File: config.mk
export PLATFORM = sky130hd
export DESIGN_NAME = uart_fifo_pico
export DESIGN_NICKNAME = d
export VERILOG_FILES = /design/src/rtl/uart_fifo_pico_pkg.sv /design/src/rtl/uart_fifo_pico_fifo.sv /design/src/rtl/uart_fifo_pico.sv
export SDC_FILE = /design/constraint.sdc
export NUM_CORES = 1
export LEC_CHECK = 0
export BUFFER_PORTS_ARGS = -buffer_cell sky130_fd_sc_hd__buf_2
export CORE_MARGIN = 2
export CORE_UTILIZATION = 40
export DETAILED_ROUTE_END_ITERATION = 10
export GPL_ROUTABILITY_DRIVEN = 0
export PLACE_DENSITY = 0.52
export SLEW_MARGIN = 20
export SYNTH_ARGS = -nofsm -noshare
export SYNTH_HDL_FRONTEND = slang
export SYNTH_SLANG_ARGS = --single-unit
export TNS_END_PERCENT = 30
File: constraint.sdc
create_clock -name clk -period 7.5 [get_ports clk]
set_clock_uncertainty 0.1 [all_clocks]
set_input_delay 0.75 -clock clk [delete_from_list [all_inputs] [get_ports clk]]
set_output_delay 0.75 -clock clk [all_outputs]
set_load 0.05 [all_outputs]
File: src/rtl/uart_fifo_pico_pkg.sv
// Shared definitions for the picorv32 UART with TX/RX FIFOs:
// register offsets, bit positions, FSM states and the CTRL layout.
package uart_fifo_pico_pkg;

  localparam logic [31:0] OFF_DATA = 32'h0;
  localparam logic [31:0] OFF_STAT = 32'h4;
  localparam logic [31:0] OFF_CTRL = 32'h8;

  localparam int ST_RX_OVF = 5;
  localparam int ST_TX_OVF = 6;
  localparam int ST_FRAME  = 7;
  localparam int ST_PAR    = 8;

  typedef enum logic [2:0] {
    TX_IDLE, TX_START, TX_DATA,
    TX_PAR, TX_STOP1, TX_STOP2
  } tx_state_t;

  typedef enum logic [2:0] {
    RX_IDLE, RX_START, RX_DATA,
    RX_PAR, RX_STOP
  } rx_state_t;

  typedef struct packed {
    logic        ie_tx;
    logic        ie_rx;
    logic        two_stop;
    logic        par_odd;
    logic        par_en;
    logic [11:0] cpb;
  } ctrl_t;

  typedef struct packed {
    logic par_err;
    logic frame_err;
    logic tx_ovf;
    logic rx_ovf;
    logic tx_busy;
    logic tx_full;
    logic tx_empty;
    logic rx_full;
    logic rx_nempty;
  } status_t;

  // Bit periods below 2 clocks cannot be timed, so clamp them.
  function automatic logic [11:0] eff_cpb(input logic [11:0] c);
    return (c < 12'd2) ? 12'd2 : c;
  endfunction

endpackage

File: src/rtl/uart_fifo_pico_fifo.sv
// Synchronous show-ahead FIFO with wrap-bit pointers.
// Pushes while full and pops while empty are ignored.
module uart_sync_fifo #(
  parameter int WIDTH = 8,
  parameter int DEPTH = 16
) (
  input  logic             clk,
  input  logic             rstn,
  input  logic             push,
  input  logic             pop,
  input  logic [WIDTH-1:0] wdata,
  output logic [WIDTH-1:0] rdata,
  output logic             full,
  output logic             empty
);

  localparam int AW = $clog2(DEPTH);

  logic [WIDTH-1:0] mem [DEPTH];
  logic [AW:0]      wptr;
  logic [AW:0]      rptr;
  logic             do_push;
  logic             do_pop;

  assign empty   = wptr == rptr;
  assign full    = (wptr[AW] != rptr[AW]) &&
                   (wptr[AW-1:0] == rptr[AW-1:0]);
  assign do_push = push && !full;
  assign do_pop  = pop && !empty;
  assign rdata   = mem[rptr[AW-1:0]];

  always_ff @(posedge clk) begin
    if (do_push) mem[wptr[AW-1:0]] <= wdata;
  end

  always_ff @(posedge clk or negedge rstn) begin
    if (!rstn) begin
      wptr <= '0;
      rptr <= '0;
    end else begin
      if (do_push) wptr <= wptr + 1'b1;
      if (do_pop)  rptr <= rptr + 1'b1;
    end
  end

endmodule

File: src/rtl/uart_fifo_pico.sv
// Memory-mapped UART for the picorv32 native bus with TX/RX FIFOs,
// programmable framing, sticky error flags and a level interrupt.
module uart_fifo_pico
  import uart_fifo_pico_pkg::*;
#(
  parameter logic [31:0] BASE_ADDR   = 32'h0000_0000,
  parameter int          FIFO_DEPTH  = 16,
  parameter logic [11:0] DEFAULT_CPB = 12'd104
) (
  input  logic        clk,
  input  logic        rstn,
  input  logic        mem_valid,
  input  logic [31:0] mem_addr,
  input  logic [31:0] mem_wdata,
  input  logic [3:0]  mem_wstrb,
  output logic [31:0] mem_rdata,
  output logic        mem_ready,
  input  logic        rx_uart,
  output logic        tx_uart,
  output logic        irq
);

  localparam ctrl_t CTRL_RST = '{1'b0, 1'b0, 1'b0,
                                 1'b0, 1'b0, DEFAULT_CPB};

  ctrl_t       ctrl;
  status_t     status;
  logic [31:0] off;
  logic        is_data, is_stat, is_ctrl;
  logic        sel, wr;
  logic [31:0] rd_val;

  logic        tx_push, tx_pop, tx_full, tx_empty;
  logic [7:0]  tx_rd;
  logic        rx_push, rx_pop, rx_full, rx_empty;
  logic [7:0]  rx_rd;

  logic        rx_ovf, tx_ovf, frame_err, par_err;
  logic        rx_ovf_set, tx_ovf_set, frame_set, par_set;
  logic [3:0]  clr;

  tx_state_t   tx_state;
  logic [11:0] tx_cpb, tx_cnt;
  logic [7:0]  tx_sh;
  logic [2:0]  tx_idx;
  logic        tx_par, tx_pe, tx_two, tx_tick;

  rx_state_t   rx_state;
  logic [1:0]  rx_sync;
  logic        rx_s;
  logic [11:0] rx_cpb, rx_cnt;
  logic [7:0]  rx_sh;
  logic [2:0]  rx_idx;
  logic        rx_pe, rx_odd, rx_wait;
  logic        rx_tick, rx_half, rx_done;

  assign off     = mem_addr - BASE_ADDR;
  assign is_data = off == OFF_DATA;
  assign is_stat = off == OFF_STAT;
  assign is_ctrl = off == OFF_CTRL;
  assign sel     = mem_valid && !mem_ready &&
                   (is_data || is_stat || is_ctrl);
  assign wr      = |mem_wstrb;

  assign tx_push    = sel && wr && is_data && !tx_full;
  assign tx_ovf_set = sel && wr && is_data && tx_full;
  assign rx_pop     = sel && !wr && is_data && !rx_empty;
  assign clr        = (sel && wr && is_stat) ?
                      mem_wdata[ST_PAR:ST_RX_OVF] : 4'b0;

  assign status = '{par_err, frame_err, tx_ovf, rx_ovf,
                    tx_state != TX_IDLE, tx_full, tx_empty,
                    rx_full, !rx_empty};

  always_comb begin
    rd_val = '0;
    unique case (1'b1)
      is_data: rd_val = rx_empty ? 32'h0 : {24'h0, rx_rd};
      is_stat: rd_val = {23'h0, status};
      is_ctrl: rd_val = {14'h0, ctrl.ie_tx, ctrl.ie_rx, 1'b0,
                         ctrl.two_stop, ctrl.par_odd,
                         ctrl.par_en, ctrl.cpb};
      default: rd_val = '0;
    endcase
  end

  uart_sync_fifo #(.WIDTH(8), .DEPTH(FIFO_DEPTH)) u_tx_fifo (
    .clk(clk), .rstn(rstn),
    .push(tx_push), .pop(tx_pop),
    .wdata(mem_wdata[7:0]), .rdata(tx_rd),
    .full(tx_full), .empty(tx_empty)
  );

  uart_sync_fifo #(.WIDTH(8), .DEPTH(FIFO_DEPTH)) u_rx_fifo (
    .clk(clk), .rstn(rstn),
    .push(rx_push && !rx_full), .pop(rx_pop),
    .wdata(rx_sh), .rdata(rx_rd),
    .full(rx_full), .empty(rx_empty)
  );

  always_ff @(posedge clk or negedge rstn) begin
    if (!rstn) begin
      mem_ready <= 1'b0;
      mem_rdata <= '0;
      ctrl      <= CTRL_RST;
      rx_ovf    <= 1'b0;
      tx_ovf    <= 1'b0;
      frame_err <= 1'b0;
      par_err   <= 1'b0;
      irq       <= 1'b0;
    end else begin
      mem_ready <= sel;
      mem_rdata <= (sel && !wr) ? rd_val : 32'h0;
      if (sel && wr && is_ctrl) begin
        if (mem_wstrb[0]) ctrl.cpb[7:0] <= mem_wdata[7:0];
        if (mem_wstrb[1]) begin
          ctrl.cpb[11:8] <= mem_wdata[11:8];
          ctrl.par_en    <= mem_wdata[12];
          ctrl.par_odd   <= mem_wdata[13];
          ctrl.two_stop  <= mem_wdata[14];
        end
        if (mem_wstrb[2]) begin
          ctrl.ie_rx <= mem_wdata[16];
          ctrl.ie_tx <= mem_wdata[17];
        end
      end
      // A new event wins over a clear arriving in the same cycle.
      rx_ovf    <= (rx_ovf    && !clr[0]) || rx_ovf_set;
      tx_ovf    <= (tx_ovf    && !clr[1]) || tx_ovf_set;
      frame_err <= (frame_err && !clr[2]) || frame_set;
      par_err   <= (par_err   && !clr[3]) || par_set;
      irq <= (ctrl.ie_rx && !rx_empty) ||
             (ctrl.ie_tx && tx_empty && tx_state == TX_IDLE);
    end
  end

  assign tx_tick = tx_cnt == tx_cpb - 12'd1;
  assign tx_pop  = tx_state == TX_IDLE && !tx_empty;

  always_ff @(posedge clk or negedge rstn) begin
    if (!rstn) begin
      tx_state <= TX_IDLE;
      tx_uart  <= 1'b1;
      tx_cpb   <= 12'd2;
      tx_cnt   <= '0;
      tx_sh    <= '0;
      tx_idx   <= '0;
      tx_par   <= 1'b0;
      tx_pe    <= 1'b0;
      tx_two   <= 1'b0;
    end else if (tx_state == TX_IDLE) begin
      tx_uart <= 1'b1;
      if (!tx_empty) begin
        tx_state <= TX_START;
        tx_uart  <= 1'b0;
        tx_sh    <= tx_rd;
        tx_par   <= (^tx_rd) ^ ctrl.par_odd;
        tx_pe    <= ctrl.par_en;
        tx_two   <= ctrl.two_stop;
        tx_cpb   <= eff_cpb(ctrl.cpb);
        tx_cnt   <= '0;
        tx_idx   <= '0;
      end
    end else if (!tx_tick) begin
      tx_cnt <= tx_cnt + 12'd1;
    end else begin
      tx_cnt <= '0;
      case (tx_state)
        TX_START: begin
          tx_state <= TX_DATA;
          tx_uart  <= tx_sh[0];
        end
        TX_DATA: begin
          if (tx_idx == 3'd7) begin
            tx_state <= tx_pe ? TX_PAR : TX_STOP1;
            tx_uart  <= tx_pe ? tx_par : 1'b1;
          end else begin
            tx_idx  <= tx_idx + 3'd1;
            tx_sh   <= tx_sh >> 1;
            tx_uart <= tx_sh[1];
          end
        end
        TX_PAR: begin
          tx_state <= TX_STOP1;
          tx_uart  <= 1'b1;
        end
        TX_STOP1: tx_state <= tx_two ? TX_STOP2 : TX_IDLE;
        default:  tx_state <= TX_IDLE;
      endcase
    end
  end

  assign rx_s       = rx_sync[1];
  assign rx_tick    = rx_cnt == rx_cpb - 12'd1;
  assign rx_half    = rx_cnt == ((rx_cpb - 12'd1) >> 1);
  assign rx_done    = rx_state == RX_STOP && !rx_wait && rx_tick;
  assign rx_push    = rx_done;
  assign rx_ovf_set = rx_done && rx_full;
  assign frame_set  = rx_done && !rx_s;
  assign par_set    = rx_state == RX_PAR && rx_tick &&
                      (rx_s != ((^rx_sh) ^ rx_odd));

  // A low stop bit (break) holds RX until the line idles again.
  always_ff @(posedge clk or negedge rstn) begin
    if (!rstn) begin
      rx_sync  <= 2'b11;
      rx_state <= RX_IDLE;
      rx_cpb   <= 12'd2;
      rx_cnt   <= '0;
      rx_sh    <= '0;
      rx_idx   <= '0;
      rx_pe    <= 1'b0;
      rx_odd   <= 1'b0;
      rx_wait  <= 1'b0;
    end else begin
      rx_sync <= {rx_sync[0], rx_uart};
      case (rx_state)
        RX_IDLE: begin
          if (!rx_s) begin
            rx_state <= RX_START;
            rx_cnt   <= '0;
            rx_idx   <= '0;
            rx_cpb   <= eff_cpb(ctrl.cpb);
            rx_pe    <= ctrl.par_en;
            rx_odd   <= ctrl.par_odd;
          end
        end
        RX_START: begin
          if (!rx_half) rx_cnt <= rx_cnt + 12'd1;
          else begin
            rx_cnt   <= '0;
            rx_state <= rx_s ? RX_IDLE : RX_DATA;
          end
        end
        RX_DATA: begin
          if (!rx_tick) rx_cnt <= rx_cnt + 12'd1;
          else begin
            rx_cnt <= '0;
            rx_sh  <= {rx_s, rx_sh[7:1]};
            rx_idx <= rx_idx + 3'd1;
            if (rx_idx == 3'd7)
              rx_state <= rx_pe ? RX_PAR : RX_STOP;
          end
        end
        RX_PAR: begin
          if (!rx_tick) rx_cnt <= rx_cnt + 12'd1;
          else begin
            rx_cnt   <= '0;
            rx_state <= RX_STOP;
          end
        end
        default: begin
          if (rx_wait) begin
            if (rx_s) begin
              rx_wait  <= 1'b0;
              rx_state <= RX_IDLE;
            end
          end else if (!rx_tick) begin
            rx_cnt <= rx_cnt + 12'd1;
          end else begin
            rx_cnt <= '0;
            if (rx_s) rx_state <= RX_IDLE;
            else      rx_wait  <= 1'b1;
          end
        end
      endcase
    end
  end

endmodule

==> impl_metrics.csv, run 1 <==
group,metric,value,unit
critical_path,r2r_slack,3.29,ns
timing,fin_crit,4.21,ns
finish,area_delta_synth_final,13.4,%
pwr,power.leakage,7.88,nW
worst_hold_path,min_path_type,"in2async",
clock_network,postCtsSetupBuffers,0,
clock_network,h-tree-depth,2,
die,coreArea,0.0443,mm²
critical_path,worstPathRequired,7.60,ns
timing,clock.fmax,237,MHz
yosys,synth_ff_type,"edfxtp_1",
die,die_area,0.0466,mm²
critical_path,cp-startpoint,"rx_cpb[2]",
place,portBuffers,76,
yosys,postSynthCellCount,1209,
die,io_pins,107,
yosys,yosys_warnings,0,
die,initial_core_util,0.405,
clock_network,cts_buffers,42,
critical_path,crit_path_end_kind,"register",
global_routing,grt_use_total,0.182,
global_routing,grt_max_degree,90,
critical_path,cp-start-kind,"register",
critical_path,crit_path_max_fanout,15,
routing,wl_per_cell,21.7,µm
critical_path,ff2ff_path_depth,7,
clock_network,ctsHoldBuffers,0,
finish,drive_gt1_frac,0.239,
clock_network,cts.root.buffer_cell,"clkbuf_16",
status,status,"completed",
pwr,irDropWorstVdd,0.158,mV
yosys,syn_area_per_cell,14.9,µm²
timing,finalHoldViolCount,0,
timing,drv_slew,0,
yosys,async_flop_share,0.362,
place,dp_hpwl,27800,µm
global_routing,grt_pass1_vias,10576,
routing,drc,0,
die,die_w,216,µm
yosys,synthTopCellsByArea,"edfxtp_1 (43%), dfrtp_1 (19%), mux4_2 (9.5%)",
routing,routed_wirelength,41400,µm
finish,nNetsFinal,1372,
timing,slew_headroom,0.318,
timing,setup_viol,0,
pwr,power,5.90,mW
place,post-place-cells,1830,
routing,vias_per_cell,5.34,
yosys,ys_seq_area_frac,0.630,
yosys,mappedNetlistArea,0.0180,mm²
critical_path,crit_type,"reg2reg",
yosys,synth.distinct_cells,76,
timing,tightest_slew,1.02,ns
clock_network,cts_resized,0,
timing,setup_ws,3.29,ns
critical_path,r2r_end,"u_rx_fifo.mem[0][2]",
timing,rsz0062_at_grt,"no",
routing,drt_iter0_markers,753,
pwr,p_per_area,289,mW/mm²
clock_network,cts.sinks,401,
critical_path,cp.arrival,4.31,ns
yosys,yosysTopAreaCell,"edfxtp_1",
clock_network,cts_tree,"yes",
place,pre_cts_ws,3.30,ns
yosys,synth-edff-count,256,
clock_network,clkTransAtPathRegs,0.06,ns
timing,post-route-period-util,0.562,
global_routing,grt_pass1_wl,64400,µm
critical_path,rr_startpoint,"rx_cpb[2]",
routing,ant_nets,0,
yosys,ys_ff_latch,401,
timing,hold_slack,0.152,ns
global_routing,overflow,0,
routing,vias,10185,
die,rows,77,
yosys,synth.top_cells.by_count,"edfxtp_1 (256), dfrtp_1 (137), nand2_1 (90), mux4_2 (76), mux2_2 (54)",
clock_network,cts_max_path_buffers,3,
yosys,yosysMostFrequentCell,"edfxtp_1",
job,cap_violations,0,
routing,dr.pass1.iters,5,
yosys,synth_top_area_share,0.428,
clock_network,clock_latency,0.57,ns
finish,finalNonFillerCells,1909,
die,die_h,216,µm
global_routing,antenna_found_initial,5,
timing,timing.setup.tns,0,ns
[cell families after synthesis]
family                     share of synthesized area
AOI/OAI and AO/OA                             0.0516
xor gates and xnor gates                      0.0487
adders and majority gates                     0.0125
buffers and inverters                         0.0253
DFF                                            0.630
muxes                                          0.137
other                                       0.000209
and+or+nand+nor                               0.0945
[area by class of cell]
class | instances | area [µm²]
fill | 3986 | 23900
tap | 592 | 741
sequential | 401 | 11300
timing repair buffer | 90 | 492
antenna | 2 | 5.00
clock inverter | 30 | 373
clock buffer | 47 | 1090
multi-input combinational | 722 | 6250
inverter | 25 | 93.8
[cells in the final DEF (no fill, tap or decap), types with 15 or more instances in the layout]
| master | synthesis | routed |
|---|---|---|
| edfxtp_1 | 256 | 256 |
| dfrtp_1 | 137 | 135 |
| nand2_1 | 90 | 90 |
| mux4_2 | 76 | 76 |
| buf_2 | 6 | 75 |
| mux2_2 | 54 | 54 |
| xnor2_1 | 52 | 52 |
| nor2_1 | 44 | 44 |
| clkbuf_16 | 0 | 42 |
| o21ai_0 | 36 | 36 |
| xor2_1 | 35 | 35 |
| and3_1 | 31 | 31 |
| and2_1 | 26 | 26 |
| nand3_1 | 25 | 25 |
| inv_1 | 23 | 23 |
| nor4_1 | 23 | 23 |
| nor3_1 | 20 | 19 |
| ha_1 | 18 | 18 |
| a21oi_1 | 15 | 15 |
| conb_1 | 1 | 15 |
[per-layer routing]
layer	vias up	wire, µm	track usage
met3	45	2460	0.0486
met2	213	19100	0.281
met4	6	614	0.0409
met5	-	37	0
li1	4734	-	-
met1	5187	19200	0.257
[sequential cells by signal, indices dropped and copies added (netlist names), 8 cells and up]
register and flops:
ctrl 17, tx_cnt 12, tx_cpb 12, u_tx_fifo.mem 128, mem_rdata 17, rx_cnt 12, u_rx_fifo.mem 128, tx_sh 8
rx_sh 8, rx_cpb 12
[worst max path at each step]
stage	depth (start not counted)	end
final	7	u_rx_fifo.mem[0][2]
after global routing	7	u_rx_fifo.mem[0][2]
after CTS	7	u_rx_fifo.mem[0][2]
after detailed placement	7	u_rx_fifo.mem[0][3]
after global placement	7	u_rx_fifo.mem[0][3]
after floorplan	6	u_tx_fifo.mem[5][0]
[through the flow]
step	instance area, µm²	utilization
after detailed placement	18900	0.427
after global placement	18900	0.427
after floorplan	18000	-
after global routing	20400	0.460
after CTS	20400	0.460
final	20400	0.460
[critical path, stage by stage, from the launching register on]
cell	delay, ns
dfrtp_1	0.47
nor4_1	0.79
nand2_1	0.29
or3_1	0.45
a21oi_2	0.22
nand3_4	0.25
nor3_2	0.63
and3_1	0.63
[where the power goes]
group / switching, mW / internal [mW]
Sequential: 0.172 / 2.46
Clock: 0.891 / 1.33
Combinational: 0.567 / 0.478
(Power assumes the default switching activity.)
==> run 2, diff against run 1 <==
--- a/config.mk
+++ b/config.mk
@@ -5,6 +5,7 @@
 export SDC_FILE = /design/constraint.sdc
 export NUM_CORES = 1
 export LEC_CHECK = 0
+export ABC_AREA = 1
 export BUFFER_PORTS_ARGS = -buffer_cell sky130_fd_sc_hd__buf_2
 export CORE_MARGIN = 2
 export CORE_UTILIZATION = 40
==> constraint.sdc (replaced) <==
create_clock -name clk -period 3.93 [get_ports clk]
set_clock_uncertainty 0.1 [all_clocks]
set_input_delay 0.393 -clock clk [delete_from_list [all_inputs] [get_ports clk]]
set_output_delay 0.393 -clock clk [all_outputs]
set_load 0.05 [all_outputs]
==> run 2 against run 1 <==
Hold slack worse by 0.12 ns. Final cell count up 42%. Clock power up 95%. Sequential share of layout area down 3.1 points. Die area up 4.4%. Maximum frequency up 27%. Non-clock buffer count up 46. Sequential power up 75%. Total power up 66%. Global-route usage up 1.6 points. Combinational power down 17%.
==> impl_metrics.csv, run 2 <==
group,metric,value,unit
status,status,"completed",
timing,slew_headroom,0.385,
clock_network,ctsHoldBuffers,11,
timing,tightest_slew,0.922,ns
finish,final_common_cell,"nand2_1",
clock_network,clkTransAtPathRegs,0.06,ns
global_routing,overflow,0,
finish,multi_input_area,0.00632,mm²
pwr,power.leakage,9.09,nW
routing,wl_per_cell,17.3,µm
die,initial_core_util,0.404,
critical_path,cp.arrival,3.45,ns
routing,routed_wirelength,46800,µm
critical_path,crit_path_end_kind,"register",
clock_network,h-tree-depth,2,
clock_network,cts_resized,0,
timing,fin_crit,3.32,ns
global_routing,grt_pass1_wl,73900,µm
timing,finalHoldViolCount,0,
die,coreArea,0.0465,mm²
yosys,synth.distinct_cells,51,
clock_network,cts_buffers,45,
timing,rsz0062_at_grt,"no",
finish,final_area,0.0216,mm²
critical_path,crit_path_max_fanout,8,
clock_network,cts_max_path_buffers,3,
timing,setup_ws,0.606,ns
clock_network,cts_tree,"yes",
timing,setup_viol,0,
finish,seq_area,0.0113,mm²
worst_hold_path,min_path_type,"in2reg",
place,pre_cts_ws,0.567,ns
clock_network,cts.sinks,401,
finish,drive_gt1_frac,0.117,
yosys,yosysTopAreaCell,"edfxtp_1",
critical_path,crit_type,"reg2reg",
clock_network,postCtsSetupBuffers,0,
yosys,async_flop_share,0.362,
clock_network,clock_latency,0.59,ns
place,portBuffers,76,
timing,post-route-period-util,0.846,
finish,area_delta_synth_final,15.0,%
pwr,p_per_area,454,mW/mm²
die,rows,79,
routing,drc,0,
critical_path,r2r_slack,0.61,ns
yosys,ys_ff_latch,401,
die,io_pins,107,
yosys,synth-edff-count,256,
place,dp_hpwl,31500,µm
yosys,synthTopCellsByArea,"edfxtp_1 (41%), dfrtp_1 (18%), nand2_1 (8.9%)",
critical_path,worstPathRequired,4.06,ns
clock_network,cts.root.buffer_cell,"clkbuf_16",
timing,clock.fmax,301,MHz
global_routing,antenna_found_initial,0,
finish,nNetsFinal,2157,
global_routing,grt_pass1_vias,13290,
yosys,synth_top_area_share,0.410,
routing,vias,13594,
routing,vias_per_cell,5.02,
yosys,mappedNetlistArea,0.0188,mm²
yosys,syn_area_per_cell,9.62,µm²
critical_path,cp-start-kind,"register",
routing,ant_nets,0,
global_routing,grt_max_degree,77,
timing,hold_slack,0.0371,ns
job,cap_violations,0,
yosys,ys_seq_area_frac,0.603,
timing,timing.setup.tns,0,ns
die,die_w,221,µm
yosys,postSynthCellCount,1950,
die,die_h,221,µm
yosys,synth_ff_type,"edfxtp_1",
routing,drt_iter0_markers,1026,
timing,drv_slew,0,
yosys,synth.top_cells.by_count,"nand2_1 (445), edfxtp_1 (256), nor2_1 (254), inv_1 (195), nand3_1 (165)",
place,place_area,0.0199,mm²
finish,fillers,4442,
finish,most-common-layout-cells,"nand2_1 (445), edfxtp_1 (256), nor2_1 (254), inv_1 (195), nand3_1 (165)",
yosys,yosys_warnings,0,
yosys,yosysMostFrequentCell,"nand2_1",
die,die_area,0.0487,mm²
finish,antenna_cells,0,
global_routing,grt_use_total,0.197,
pwr,irDropWorstVdd,0.399,mV
routing,dr.pass1.iters,5,
-- run 2: cell types whose count changed after synthesis, moves of 28 or more --
cell and change:
nand2_1 +355, nor2_1 +210, inv_1 +172, nand3_1 +140
o21ai_0 +94, mux4_2 -76, mux2_2 -52, and3_1 -30
xnor2_1 -28
-- run 2: final cells by class --
cell class,instances,share of cell area
clock inverters,24,0.0149
multi-input cells,1274,0.293
inverters,209,0.0364
flip-flops and latches,401,0.525
clock buffers,58,0.0554
repair buffers,136,0.0401
well taps,607,0.0352
-- run 2: metal layers --
metal / share of wire / global-route usage / routed length [µm] / vias up
met5: 0 / 0 / 0 / -
met3: 0.041 / 0.0326 / 1900 / 75
met2: 0.46 / 0.319 / 21700 / 236
met1: 0.47 / 0.268 / 21800 / 6584
li1: - / - / - / 6699
met4: 0.030 / 0.0720 / 1420 / 0
-- run 2: kinds of logic after synthesis --
group / share of synthesized area
xor gates and xnor gates: 0.0301
DFF: 0.603
AOI/OAI and AO/OA: 0.0680
other: 0.000200
adders and majority gates: 0.0120
and+or+nand+nor: 0.215
muxes: 0.00813
buffers and inverters: 0.0626
-- run 2: power by group --
group | internal (mW) | total [mW] | switching, mW
registers | 4.53 | 4.59 | 0.0589
clock network | 2.61 | 4.34 | 1.72
logic | 0.276 | 0.862 | 0.586
-- run 2: worst paths after layout --
check,end,cells after the start,startpoint
max,u_rx_fifo.mem[9][0],13,rx_cpb[1]
min,ctrl[3],3,mem_wstrb[0]
max reg2reg,u_rx_fifo.mem[9][0],13,rx_cpb[1]
min reg2reg,rx_sync[1],0,rx_sync[0]
max in group asynchronous,rx_sync[0],3,rstn
min in group asynchronous,rx_cnt[7],2,rstn
-- run 2: stage by stage --
stage / total power, mW / util / std cells
floorplan: 5.29 / - / 1964
global placement: 5.51 / 0.429 / 2616
detailed placement: 5.53 / 0.429 / 2616
CTS: 9.90 / 0.464 / 2709
global route: 10.2 / 0.464 / 2709
finish: 9.79 / 0.464 / 2709
-- run 2: worst max-delay path: stages, from the launching register on --
cell,delay [ns]
dfstp_2,0.55
inv_1,0.06
ha_1,0.22
xnor2_1,0.27
inv_1,0.09
nand2_1,0.07
nand2_1,0.05
nor3b_1,0.29
nand3_2,0.17
nor2_8,0.14
nand3_2,0.13
clkinv_2,0.14
nand2_1,0.17
nor2_1,0.54
